==> src/rtl/axis_fifo_sync_if.sv <==
// rtl/axis_fifo_sync_if.sv - AXI-stream beat bundle with master/slave modports
interface axis_fifo_sync_if #(
  parameter int DATA_WIDTH = 72
);
  logic                  tvalid;
  logic                  tready;
  logic [DATA_WIDTH-1:0] tdata;

  modport master (output tvalid, output tdata, input tready);
  modport slave  (input tvalid, input tdata, output tready);
endinterface

==> src/rtl/axis_fifo_sync.sv <==
// rtl/axis_fifo_sync.sv - single-clock AXI-stream FIFO with registered output stage
// Optional level counter: define AXIS_FIFO_SYNC_LEVEL_EN; otherwise fifo_level is tied to 0.
module axis_fifo_sync #(
  parameter int DATA_WIDTH = 72,
  parameter int FIFO_DEPTH = 16,
  localparam int LW = $clog2(FIFO_DEPTH) + 1
) (
  input  logic                    axis_clk,
  input  logic                    axis_rst,
  axis_fifo_sync_if.slave         s_axis,
  axis_fifo_sync_if.master        m_axis,
  output logic [LW-1:0]           fifo_level
);
  localparam int AW = LW - 1;

  logic [DATA_WIDTH-1:0] mem [FIFO_DEPTH];

  logic [LW-1:0]         wr_ptr_q, wr_ptr_d;
  logic [LW-1:0]         rd_ptr_q, rd_ptr_d;
  logic [LW-1:0]         ld_ptr_q, ld_ptr_d;
  logic                  s_ready_q, s_ready_d;
  logic                  m_valid_q, m_valid_d;
  logic [DATA_WIDTH-1:0] m_data_q, m_data_d;
  logic                  wr_en, rd_en, ld_en;

  // ld_ptr marks the oldest stored beat not yet copied into the output register;
  // comparing against the registered wr_ptr only sees beats written in earlier cycles.
  always_comb begin
    wr_en     = s_axis.tvalid & s_ready_q;
    rd_en     = m_valid_q & m_axis.tready;
    ld_en     = (~m_valid_q | rd_en) & (ld_ptr_q != wr_ptr_q);
    wr_ptr_d  = wr_ptr_q + LW'(wr_en);
    rd_ptr_d  = rd_ptr_q + LW'(rd_en);
    ld_ptr_d  = ld_ptr_q + LW'(ld_en);
    m_valid_d = m_valid_q;
    m_data_d  = m_data_q;
    if (ld_en) begin
      m_valid_d = 1'b1;
      m_data_d  = mem[ld_ptr_q[AW-1:0]];
    end else if (rd_en) begin
      m_valid_d = 1'b0;
    end
    s_ready_d = (wr_ptr_d ^ rd_ptr_d) != {1'b1, {AW{1'b0}}};
  end

  always_ff @(posedge axis_clk) begin
    if (axis_rst) begin
      wr_ptr_q  <= '0;
      rd_ptr_q  <= '0;
      ld_ptr_q  <= '0;
      s_ready_q <= 1'b0;
      m_valid_q <= 1'b0;
      m_data_q  <= '0;
    end else begin
      wr_ptr_q  <= wr_ptr_d;
      rd_ptr_q  <= rd_ptr_d;
      ld_ptr_q  <= ld_ptr_d;
      s_ready_q <= s_ready_d;
      m_valid_q <= m_valid_d;
      m_data_q  <= m_data_d;
    end
  end

  always_ff @(posedge axis_clk) begin
    if (wr_en && !axis_rst) begin
      mem[wr_ptr_q[AW-1:0]] <= s_axis.tdata;
    end
  end

  assign s_axis.tready = s_ready_q;
  assign m_axis.tvalid = m_valid_q;
  assign m_axis.tdata  = m_data_q;

`ifdef AXIS_FIFO_SYNC_LEVEL_EN
  logic [LW-1:0] level_q;

  always_ff @(posedge axis_clk) begin
    if (axis_rst) begin
      level_q <= '0;
    end else if (wr_en && !rd_en) begin
      level_q <= level_q + LW'(1);
    end else if (rd_en && !wr_en) begin
      level_q <= level_q - LW'(1);
    end
  end

  assign fifo_level = level_q;
`else
  assign fifo_level = '0;
`endif

endmodule

==> src/flat_wrapper.sv <==
// flat-port wrapper written by rule: the top's interface ports become plain ports
module axis_fifo_sync_flat 
#(
  parameter int DATA_WIDTH = 72,
  parameter int FIFO_DEPTH = 16,
  localparam int LW = $clog2(FIFO_DEPTH) + 1
)
  (axis_clk, axis_rst, fifo_level, s_axis_tvalid, s_axis_tdata, s_axis_tready, m_axis_tvalid, m_axis_tdata, m_axis_tready);
  axis_fifo_sync_if #(.DATA_WIDTH(DATA_WIDTH)) s_axis_i ();
  axis_fifo_sync_if #(.DATA_WIDTH(DATA_WIDTH)) m_axis_i ();
  input  logic axis_clk;
  input  logic axis_rst;
  output logic [LW-1:0] fifo_level;
  input wire logic [$bits(s_axis_i.tvalid)-1:0] s_axis_tvalid;
  input wire logic [$bits(s_axis_i.tdata)-1:0] s_axis_tdata;
  output wire logic [$bits(s_axis_i.tready)-1:0] s_axis_tready;
  output wire logic [$bits(m_axis_i.tvalid)-1:0] m_axis_tvalid;
  output wire logic [$bits(m_axis_i.tdata)-1:0] m_axis_tdata;
  input wire logic [$bits(m_axis_i.tready)-1:0] m_axis_tready;
  assign s_axis_i.tvalid = s_axis_tvalid;
  assign s_axis_i.tdata = s_axis_tdata;
  assign s_axis_tready = s_axis_i.tready;
  assign m_axis_tvalid = m_axis_i.tvalid;
  assign m_axis_tdata = m_axis_i.tdata;
  assign m_axis_i.tready = m_axis_tready;
  axis_fifo_sync #(.DATA_WIDTH(DATA_WIDTH), .FIFO_DEPTH(FIFO_DEPTH)) u_core (.axis_clk(axis_clk), .axis_rst(axis_rst), .s_axis(s_axis_i), .m_axis(m_axis_i), .fifo_level(fifo_level));
endmodule
==> config.mk <==
export PLATFORM = sky130hd
export DESIGN_NAME = axis_fifo_sync_flat
export DESIGN_NICKNAME = d
export VERILOG_FILES = /design/src/rtl/axis_fifo_sync_if.sv /design/src/rtl/axis_fifo_sync.sv /design/src/flat_wrapper.sv
export SDC_FILE = /design/constraint.sdc
export NUM_CORES = 1
export LEC_CHECK = 0
export CAP_MARGIN = 20
export CORE_MARGIN = 2
export CORE_UTILIZATION = 60
export CTS_BUF_LIST = sky130_fd_sc_hd__clkbuf_4 sky130_fd_sc_hd__clkbuf_8
export DETAILED_ROUTE_END_ITERATION = 6
export PLACE_DENSITY = 0.78
export RECOVER_POWER = 50
export SETUP_SLACK_MARGIN = 0.1
export SYNTH_ARGS = -nofsm -noshare
export SYNTH_HDL_FRONTEND = slang
export SYNTH_SLANG_ARGS = --single-unit
==> constraint.sdc <==
create_clock -name axis_clk -period 17.45 [get_ports axis_clk]
set_input_delay 3.49 -clock axis_clk [delete_from_list [all_inputs] [get_ports axis_clk]]
set_output_delay 3.49 -clock axis_clk [all_outputs]
set_load 0.05 [all_outputs]
==> flow_results.xml <==
<?xml version="1.0" encoding="UTF-8"?>
<metrics>
  <group name="status">
    <metric name="outcome" unit="">finished, violations left</metric>
    <metric name="violations_in_the_final_reports" unit="">max-capacitance violations, max-slew violations</metric>
  </group>
  <group name="route">
    <metric name="vias" unit="">23800</metric>
    <metric name="postRouteAntennaNets" unit="">0</metric>
    <metric name="detailedRoute.firstPassIterationCount" unit="">5</metric>
    <metric name="detail_route.drc_violations" unit="">0</metric>
    <metric name="drt_wl_total" unit="um">100000</metric>
    <metric name="drt-wirelength-per-cell" unit="um">26.5</metric>
    <metric name="via_per_inst" unit="">6.30</metric>
    <metric name="drt_iter0_markers" unit="">2606</metric>
  </group>
  <group name="critical_path">
    <metric name="timing.critical_path.arrival" unit="ps">10310</metric>
    <metric name="timing.critical_path.max_delay_family" unit="">buffers and inverters</metric>
    <metric name="critical_path_buf_inv_count" unit="">4</metric>
    <metric name="critPathKind" unit="">reg -&gt; reg</metric>
    <metric name="critPathLaunchType" unit="">flip-flop</metric>
    <metric name="crit_slowest_cell" unit="">clkbuf_1</metric>
    <metric name="crit_path_cell_trace" unit="">buf_4, clkbuf_1, clkbuf_1, buf_4, mux4_2, o22ai_1, nor3_1, a211oi_1, nor3_2</metric>
    <metric name="path_max_fanout" unit="">49</metric>
    <metric name="worst_ep_required_time" unit="ps">18130</metric>
    <metric name="r2r_startpoint" unit="">u_core.ld_ptr_q[1]</metric>
    <metric name="ff2ff_setup_slack" unit="ps">7820</metric>
    <metric name="endpoint_kind" unit="">flip-flop</metric>
    <metric name="ff2ff_path_depth" unit="">9</metric>
    <metric name="critical_path.reg2reg.endpoint" unit="">u_core.m_axis.tdata[71]</metric>
    <metric name="slowest_delay" unit="ps">3030</metric>
  </group>
  <group name="worst_hold_path">
    <metric name="timing.hold.worst.class" unit="">reg -&gt; reg</metric>
    <metric name="holdPathStages" unit="">2</metric>
    <metric name="hold_path_startpoint" unit="">u_core.m_axis.tdata[33]</metric>
    <metric name="worst_hold_path.endpoint" unit="">u_core.m_axis.tdata[33]</metric>
  </group>
  <group name="synthesis">
    <metric name="async_flop_share" unit="%">0</metric>
    <metric name="postSynthCellCount" unit="">2342</metric>
    <metric name="seq_area_frac_synth" unit="%">76.2</metric>
    <metric name="synth_enable_flop_cells" unit="">1152</metric>
    <metric name="ys.warnings.count" unit="">0</metric>
    <metric name="synth_largest_area_cell" unit="">edfxtp_1</metric>
    <metric name="synth_top_area_share" unit="%">72.4</metric>
    <metric name="post_synth_main_area_contributors" unit="">edfxtp_1, mux4_2, dfxtp_1, mux2_2, a211oi_1</metric>
    <metric name="synth_flop_cell" unit="">edfxtp_1</metric>
    <metric name="synth.distinct_cells" unit="">36</metric>
    <metric name="synth.ff_latch_count" unit="">1241</metric>
    <metric name="post_synth.cell_area_avg" unit="um^2">20.4</metric>
    <metric name="synth.cell_area" unit="mm^2">0.0478</metric>
  </group>
  <group name="floorplanning">
    <metric name="start_util" unit="%">60.6</metric>
    <metric name="core-area" unit="mm^2">0.0789</metric>
    <metric name="floorplan.die.height" unit="um">286</metric>
    <metric name="fp.dieArea" unit="mm^2">0.0819</metric>
    <metric name="chipWidth" unit="um">286</metric>
    <metric name="num_io_pins" unit="">155</metric>
    <metric name="row_count" unit="">103</metric>
  </group>
  <group name="power">
    <metric name="power.internal" unit="mW">5.08</metric>
    <metric name="switching_power" unit="mW">1.96</metric>
    <metric name="switching_share" unit="%">27.8</metric>
    <metric name="power.sequential.fraction" unit="%">48.1</metric>
    <metric name="clock_group_share_of_total_power" unit="%">32.8</metric>
    <metric name="leakagePower" unit="nW">16.7</metric>
    <metric name="combPwrFrac" unit="%">19.2</metric>
    <metric name="vdd_ir_drop_max" unit="mV">0.100</metric>
    <metric name="pwr_density_cell" unit="mW/mm^2">131</metric>
  </group>
  <group name="final_layout">
    <metric name="commonest_non_fill_non_tap_cell_in_the_layout" unit="">edfxtp_1</metric>
    <metric name="layout.core_utilization" unit="%">68.3</metric>
    <metric name="layout_common_cells" unit="">edfxtp_1, mux4_2, clkbuf_8</metric>
    <metric name="final_net_count" unit="">2661</metric>
    <metric name="syn2layout_area_growth" unit="%">12.9</metric>
    <metric name="filler_cells" unit="">4817</metric>
    <metric name="multi_input_combinational_cell_area" unit="mm^2">0.0106</metric>
    <metric name="ff_latch_area" unit="mm^2">0.0364</metric>
    <metric name="drive_gt1_share" unit="%">31.4</metric>
  </group>
  <group name="sta">
    <metric name="timing.final.crit_share" unit="%">55.2</metric>
    <metric name="worst_pin_slew" unit="ps">4110</metric>
    <metric name="slew_violations" unit="">230</metric>
    <metric name="rsz0062_at_grt" unit="">false</metric>
    <metric name="layout_min_cycle_time" unit="ps">9630</metric>
    <metric name="fin_tns_setup" unit="ps">0</metric>
    <metric name="maxSlewHeadroom" unit="%">-174</metric>
    <metric name="worst_clock_skew" unit="ps">27.8</metric>
    <metric name="upper_clock_frequency_limit" unit="GHz">0.104</metric>
    <metric name="setup_viol_count_final" unit="">0</metric>
    <metric name="report.final.hold_viol_count" unit="">0</metric>
  </group>
  <group name="clock_tree">
    <metric name="holdBufCountCts" unit="">0</metric>
    <metric name="cts_inserted_buffers" unit="">186</metric>
    <metric name="ctsHtreeMaxLevel" unit="">4</metric>
    <metric name="ctsLongestPathBuffers" unit="">3</metric>
    <metric name="cts-root-buf" unit="">clkbuf_8</metric>
    <metric name="cts_sinks" unit="">1241</metric>
    <metric name="tritoncts" unit="">built</metric>
    <metric name="post-cts-setup-buffer-count" unit="">0</metric>
    <metric name="worst_skew_late_latency" unit="ps">830</metric>
    <metric name="post_cts.resized_instances" unit="">0</metric>
    <metric name="clk_pin_slew_worst_paths" unit="ps">60</metric>
  </group>
  <group name="place">
    <metric name="place.detailed.hpwl" unit="um">51200</metric>
    <metric name="place.port_buffers" unit="">149</metric>
    <metric name="routabilityCongestion" unit="">0.749</metric>
  </group>
  <group name="global_route">
    <metric name="antenna_found_initial" unit="">14</metric>
    <metric name="grt_pass1_wl" unit="um">152000</metric>
    <metric name="globalRouteOverflowTotal" unit="">0</metric>
    <metric name="grt_start_max_net_pins" unit="">200</metric>
    <metric name="grt_usage" unit="%">25.0</metric>
    <metric name="number_of_global_route_vias_before_repair" unit="">25200</metric>
  </group>
  <group name="job">
    <metric name="cap_viol_max_count" unit="">7</metric>
  </group>
</metrics>
-- how the worst max path moves through the flow --
stage	start	depth (start not counted)	end	slack, ps
2_1_floorplan	axis_rst	4	u_core.mem[0][0]	7760
4_1_cts	s_axis_tvalid	6	u_core.mem[4][71]	11380
3_3_place_gp	s_axis_tvalid	6	u_core.mem[4][17]	10560
6_report	u_core.ld_ptr_q[1]	9	u_core.m_axis.tdata[71]	7820
3_5_place_dp	s_axis_tvalid	6	u_core.mem[4][6]	10500
5_1_grt	u_core.ld_ptr_q[1]	9	u_core.m_axis.tdata[0]	6310
-- flip-flops by register name, indices dropped and copies added (netlist names) --
name	cells
u_core.mem	1152
u_core.m_axis.tdata	72
u_core.ld_ptr_q	5
u_core.rd_ptr_q	5
u_core.wr_ptr_q	5
u_core.m_axis.tvalid	1
u_core.s_axis.tready	1
-- power groups by stage --
stage	registers [mW]	logic (mW)	clock network, mW
after floorplan	3.62	0.801	0
after global placement	3.44	1.32	0
after detailed placement	3.45	1.35	0
after CTS	3.39	1.36	2.35
after global routing	3.39	1.44	2.47
final	3.38	1.35	2.31
-- cells in the mapped netlist (13+ instances only) --
master    number
a211oi_1     143
buf_1         18
buf_2         22
buf_4         27
buf_6         16
clkbuf_1      68
dfxtp_1       89
edfxtp_1    1152
mux2_2       144
mux4_2       216
nor2_1        25
nor2_2        67
nor2b_1       79
nor3_1        79
nor3_2        70
o22ai_1       72
xor2_1        13
-- worst register-to-register path: cells and delay by family, from the launching register on --
kind,cells,cell delay (ps)
AO/OA/AOI/OAI,2,580
buffers and inverters,4,7680
flip-flops,1,370
multiplexers,1,670
AND/OR/NAND/NOR,2,180
-- metrics by stage --
stage | power [mW] | hold WS [ps] | area (um^2) | std cells | setup slack, ps
final | 7.04 | 504 | 53900 | 3786 | 7820
after global routing | 7.30 | 526 | 53900 | 3784 | 6310
after CTS | 7.09 | 510 | 54000 | 3782 | 11380
after detailed placement | 4.80 | 499 | 50300 | 3440 | 10500
after global placement | 4.77 | 489 | 50300 | 3440 | 10560
after floorplan | 4.42 | 486 | 47800 | 2346 | 7760
-- final cells by class --
| class | instances | share of cell area, % |
|---|---|---|
| sequential | 1241 | 67.5 |
| multi-input combinational | 952 | 19.7 |
| clock buffer | 265 | 5.97 |
| timing repair buffer | 196 | 3.44 |
| tap | 1050 | 2.44 |
| clock inverter | 77 | 0.877 |
| inverter | 2 | 0.0232 |
| antenna | 3 | 0.0139 |
-- metal layers --
metal | vias to the layer above | global-route usage [%] | routed length (um)
met1 | 12400 | 33.9 | 39400
met2 | 1129 | 41.1 | 50600
met5 | - | 0 | 82
met4 | 12 | 7.76 | 1950
met3 | 176 | 5.76 | 8350
li1 | 10100 | - | -
-- kinds of logic (layout without fill, tap and decap cells) --
kind of cell	count (synthesis)	after routing	share of synthesized area, %
xor gates and xnor gates	19	19	0.364
DFF	1241	1241	76.2
AOI/OAI and AO/OA	219	219	3.30
buffers and inverters	153	540	1.73
other	1	8	0.00785
adders and majority gates	6	6	0.157
muxes	360	360	13.6
and+or+nand+nor	343	343	4.69
Power figures use the tool's default switching activity.
==> RTL change 1, RTL diff (same settings) <==
`DATA_WIDTH` is set to 72 in 3 places; all go to 64.
--- a/src/rtl/axis_fifo_sync_if.sv
+++ b/src/rtl/axis_fifo_sync_if.sv
@@ -1,6 +1,6 @@
 // rtl/axis_fifo_sync_if.sv - AXI-stream beat bundle with master/slave modports
 interface axis_fifo_sync_if #(
-  parameter int DATA_WIDTH = 72
+  parameter int DATA_WIDTH = 64
 );
   logic                  tvalid;
   logic                  tready;
--- a/src/rtl/axis_fifo_sync.sv
+++ b/src/rtl/axis_fifo_sync.sv
@@ -1,7 +1,7 @@
 // rtl/axis_fifo_sync.sv - single-clock AXI-stream FIFO with registered output stage
 // Optional level counter: define AXIS_FIFO_SYNC_LEVEL_EN; otherwise fifo_level is tied to 0.
 module axis_fifo_sync #(
-  parameter int DATA_WIDTH = 72,
+  parameter int DATA_WIDTH = 64,
   parameter int FIFO_DEPTH = 16,
   localparam int LW = $clog2(FIFO_DEPTH) + 1
 ) (
--- a/src/flat_wrapper.sv
+++ b/src/flat_wrapper.sv
@@ -1,7 +1,7 @@
 // flat-port wrapper written by rule: the top's interface ports become plain ports
 module axis_fifo_sync_flat 
 #(
-  parameter int DATA_WIDTH = 72,
+  parameter int DATA_WIDTH = 64,
   parameter int FIFO_DEPTH = 16,
   localparam int LW = $clog2(FIFO_DEPTH) + 1
 )
Ports: changed (resized m_axis_tdata and s_axis_tdata); port bits go from 155 to 139. The function was not compared with the original's and may differ.
==> RTL change 1 against the original RTL <==
  * The flow still finishes with violations (capacitance limit, slew limit)
  * Area after synthesis fell by 12%
  * Critical path type is now input port to flop
  * Global-route usage rose by 0.11 points
  * Worst setup slack improved by 2.3 ns
  * Final area fell by 12%
  * Routed wire length fell by 12%
  * Total power fell by 12%
  * Largest cell class unchanged
  * First-iteration DRC count fell by 17%
  * Sequential cell count fell by 136
  * Highest routed layer unchanged
==> RTL change 1: results (changes against the original RTL) <==
[setup_path]
regToRegEndpoint=u_core.m_axis.tdata[1]  ; was u_core.m_axis.tdata[71]
reg2regPathDepth=7  ; was 9
critical_path.max_stage_delay_ns=1.45  ; was 3.03 ns

[finish]
register_area_mm2=0.0324  ; was 0.0364 mm^2
instances_no_fill=3379  ; was 3786

[global_routing]
grt_first_pass_wirelength_mm=133  ; was 152 mm
grt_util_all_layers_pct=25.1  ; was 25.0%
antenna_found_initial=3  ; was 14

[sta]
max_slew.worst_pin.slew_ns=2.60  ; was 4.11 ns
drv_slew=130  ; was 230

[place]
placed_cell_area_mm2=0.0442  ; was 0.0503 mm^2
dp.cells=3065  ; was 3440
detailedPlacementHpwl_mm=44.4  ; was 51.2 mm
total_of_buffers_placed_on_input_and_output_ports=133  ; was 149
placement.setup.worst_slack_ns=10.43  ; was 10.50 ns

[route]
drt_wl_total_mm=88.0  ; was 100 mm
detail_route.iter0.violations=2172  ; was 2606
num_vias=21000  ; was 23.8k

[run_status]
outcome=finished with violations  ; unchanged
failed_checks=capacitance limit, slew limit  ; unchanged

[worst_hold_path]
hold_start=u_core.m_axis.tdata[14]  ; was u_core.m_axis.tdata[33]

[logic_synthesis]
synth_sequential_area_ratio_pct=77.0  ; was 76.2%
synth_enable_flop_cells=1024  ; was 1152
netlist_top_cells_area=sky130_fd_sc_hd__edfxtp_1, sky130_fd_sc_hd__mux4_2, sky130_fd_sc_hd__dfxtp_1, sky130_fd_sc_hd__mux2_2, sky130_fd_sc_hd__a211oi_1  ; unchanged
synth_area_per_cell_um2=20.0  ; was 20.4 um^2
yosys-top-cells-count=sky130_fd_sc_hd__edfxtp_1, sky130_fd_sc_hd__mux4_2, sky130_fd_sc_hd__nor3_1, sky130_fd_sc_hd__a211oi_1, sky130_fd_sc_hd__mux2_2  ; was sky130_fd_sc_hd__edfxtp_1, sky130_fd_sc_hd__mux4_2, sky130_fd_sc_hd__mux2_2, sky130_fd_sc_hd__a211oi_1, sky130_fd_sc_hd__dfxtp_1
post_synthesis_cell_type_count=29  ; was 36

[flow_run]
max_cap_violations=4  ; was 7

[power]
power_leakage_nw=14.8  ; was 16.7 nW

[clock_tree]
cts_inserted_buffers=167  ; was 186

## RTL change 1: cell count changes after synthesis, sizes merged, moves of 9 or more
| cell | change |
|---|---|
| nor2b | -9 |
| edfxtp | -128 |
| a211oi | -16 |
| mux2 | -16 |
| mux4 | -24 |
| nor3 | -17 |
## RTL change 1: layout make-up
| class | instances | share of cell area, % |
|---|---|---|
| antenna | 2 | 0.0105 |
| clock buffer | 244 | 6.24 |
| clock inverter | 65 | 0.884 |
| inverter | 2 | 0.0157 |
| multi-input combinational | 856 | 19.0 |
| sequential | 1105 | 67.9 |
| tap | 940 | 2.47 |
| timing repair buffer | 165 | 3.42 |
## RTL change 1: kinds of logic (layout without fill, tap and decap cells)
logic type / count (synthesis) / count (layout) / share of synthesized area [%]
AOI/OAI and AO/OA: 195 / 195 / 3.31
xor gates and xnor gates: 19 / 19 / 0.396
adders and majority gates: 6 / 6 / 0.179
buffers and inverters: 140 / 476 / 1.73
DFF: 1105 / 1105 / 77.0
muxes: 320 / 320 / 13.7
other: 1 / 7 / 0.00892
and+or+nand+nor: 311 / 311 / 3.67
## RTL change 1: layer usage
metal	GRT usage [%]	wire, um
met4	8.53	1830
met2	40.5	43600
met1	34.5	35500
met5	0	9
met3	5.76	7070
## RTL change 1: worst max-delay path by stage
stage                              from                  to  slack (ns)  cells past startpoint
after global placement    s_axis_tvalid  u_core.mem[12][55]       10.48                      6
after CTS                 s_axis_tvalid  u_core.mem[12][54]       11.29                      6
after global routing           axis_rst   u_core.mem[9][19]        9.86                      6
after detailed placement  s_axis_tvalid  u_core.mem[12][53]       10.43                      6
after floorplan                axis_rst    u_core.mem[0][0]        8.31                      4
final                          axis_rst   u_core.mem[9][19]       10.07                      6
==> RTL change 2, RTL diff (same flow settings) <==
Without the edit above. `m_data_q` no longer has a reset.
--- a/src/rtl/axis_fifo_sync.sv
+++ b/src/rtl/axis_fifo_sync.sv
@@ -50,15 +50,17 @@
       ld_ptr_q  <= '0;
       s_ready_q <= 1'b0;
       m_valid_q <= 1'b0;
-      m_data_q  <= '0;
     end else begin
       wr_ptr_q  <= wr_ptr_d;
       rd_ptr_q  <= rd_ptr_d;
       ld_ptr_q  <= ld_ptr_d;
       s_ready_q <= s_ready_d;
       m_valid_q <= m_valid_d;
-      m_data_q  <= m_data_d;
     end
+  end
+
+  always_ff @(posedge axis_clk) begin
+    m_data_q <= m_data_d;
   end
 
   always_ff @(posedge axis_clk) begin
Behaviour: differs if axis_rst is asserted again (counterexample within 4 cycles, from zero or initial values and one cycle with axis_rst high); with axis_rst held inactive, the same outputs for 4 cycles.
==> RTL change 2 against the original RTL <==
  * The run still ends with capacitance limit, slew limit left
  * Core utilization grew 0.15 points
  * Worst setup slack lost 0.74 ns
  * Cell count shrank 8.2%
  * Synthesized cell count shrank 14%
  * Final area shrank 1.7%
  * Total power grew 0.85%
  * Sequential share of layout area grew 2.5 points
  * Routed wire length shrank 8.3%
  * Sequential cell count is the same
  * Via count shrank 10%
  * Area after synthesis shrank 2.0%
  * Count of clock-buffer cells in the layout shrank 10
  * Critical endpoint is now u_core.m_axis.tdata[15]
==> RTL change 2: results (changes against the original RTL) <==
[run_status]
outcome=finished with violations  ; unchanged
failed_checks=capacitance limit, slew limit  ; unchanged

[logic_synthesis]
synth_enable_flop_cells=1224  ; was 1152
synth_area_per_cell_um2=23.2  ; was 20.4 um^2
netlist_top_cells_area=sky130_fd_sc_hd__edfxtp_1, sky130_fd_sc_hd__mux4_2, sky130_fd_sc_hd__mux2i_1, sky130_fd_sc_hd__a211oi_1, sky130_fd_sc_hd__nor2b_1  ; was sky130_fd_sc_hd__edfxtp_1, sky130_fd_sc_hd__mux4_2, sky130_fd_sc_hd__dfxtp_1, sky130_fd_sc_hd__mux2_2, sky130_fd_sc_hd__a211oi_1
yosys-top-cells-count=sky130_fd_sc_hd__edfxtp_1, sky130_fd_sc_hd__mux4_2, sky130_fd_sc_hd__nor2b_1, sky130_fd_sc_hd__a21oi_1  ; was sky130_fd_sc_hd__edfxtp_1, sky130_fd_sc_hd__mux4_2, sky130_fd_sc_hd__mux2_2, sky130_fd_sc_hd__a211oi_1, sky130_fd_sc_hd__dfxtp_1

[place]
gpl.final_weighted_congestion=0.734  ; was 0.749
detailedPlacementHpwl_mm=48.9  ; was 51.2 mm
dp.cells=3134  ; was 3440

[sta]
drv_slew=262  ; was 230
max_slew.worst_pin.slew_ns=10.19  ; was 4.11 ns
final.setup_skew_ns=0.0434  ; was 0.0278 ns

[route]
route.layer.met1.wl_mm=36.2  ; was 39.4 mm
wl_per_cell_um=26.5  ; about the same
detailroute.wirelength.met2_mm=47.5  ; was 50.6 mm
met3RoutedLength_mm=6.21  ; was 8.35 mm
post_dr_vias_cell=6.16  ; was 6.30

[setup_path]
regToRegEndpoint=u_core.m_axis.tdata[15]  ; was u_core.m_axis.tdata[71]
critical_path_peak_fanout=181  ; was 49
data_arrival_time_of_the_worst_path_ns=10.90  ; was 10.31 ns
critical_path.max_stage_delay_ns=7.07  ; was 3.03 ns
register_to_register_path_setup_slack_ns=7.08  ; was 7.82 ns
reg2regPathDepth=4  ; was 9

[flow_run]
max_cap_violations=3  ; was 7

[finish]
antenna_cells_inserted=0  ; was 3
instances_no_fill=3476  ; was 3786
final.fill_count=4617  ; was 4817

[global_routing]
grt_util_all_layers_pct=23.4  ; was 25.0%

RTL change 2: where the power goes:
part / total [mW] / switching (mW) / internal (mW)
Clock: 2.23 / 1.06 / 1.17
Combinational: 1.38 / 0.794 / 0.585
Sequential: 3.50 / 0.0709 / 3.42
RTL change 2: through the flow:
step	setup WS (ns)	utilization [%]	total power, mW	area (um^2)
floorplan	7.90	-	4.56	46800
global placement	10.16	63.9	4.92	49400
detailed placement	10.09	64.0	4.95	49500
CTS	10.97	68.5	7.16	53000
global route	6.55	68.5	7.37	53000
finish	7.08	68.5	7.10	53000
RTL change 2: how the worst max path moves through the flow:
stage	from	end	slack, ns	depth (start not counted)
after global placement	axis_rst	u_core.mem[1][10]	10.16	5
after global routing	u_core.ld_ptr_q[2]	u_core.m_axis.tdata[15]	6.55	4
after floorplan	axis_rst	u_core.mem[0][0]	7.90	3
final	u_core.ld_ptr_q[2]	u_core.m_axis.tdata[15]	7.08	4
after detailed placement	axis_rst	u_core.mem[3][12]	10.09	5
after CTS	axis_rst	u_core.mem[3][67]	10.97	5
RTL change 2: final cells by class:
| type | count | area share, % |
|---|---|---|
| Timing Repair Buffer | 191 | 3.47 |
| Tap cell | 1040 | 2.46 |
| Inverter | 1 | 0.00709 |
| Clock buffer | 255 | 5.83 |
| Multi-Input combinational cell | 662 | 17.3 |
| Clock inverter | 86 | 0.841 |
| Sequential cell | 1241 | 70.0 |
RTL change 2: logic make-up (layout without fill, tap and decap cells):
group	Yosys count	count (layout)	synth area share, %
AO/OA/AOI/OAI	146	146	1.95
XOR/XNOR	19	19	0.355
adder cells (fa/ha/maj)	6	6	0.160
buffers and inverters	115	533	1.37
flip-flops	1241	1241	79.2
multiplexers	360	360	15.4
other	1	5	0.00801
AND/OR/NAND/NOR	126	126	1.52
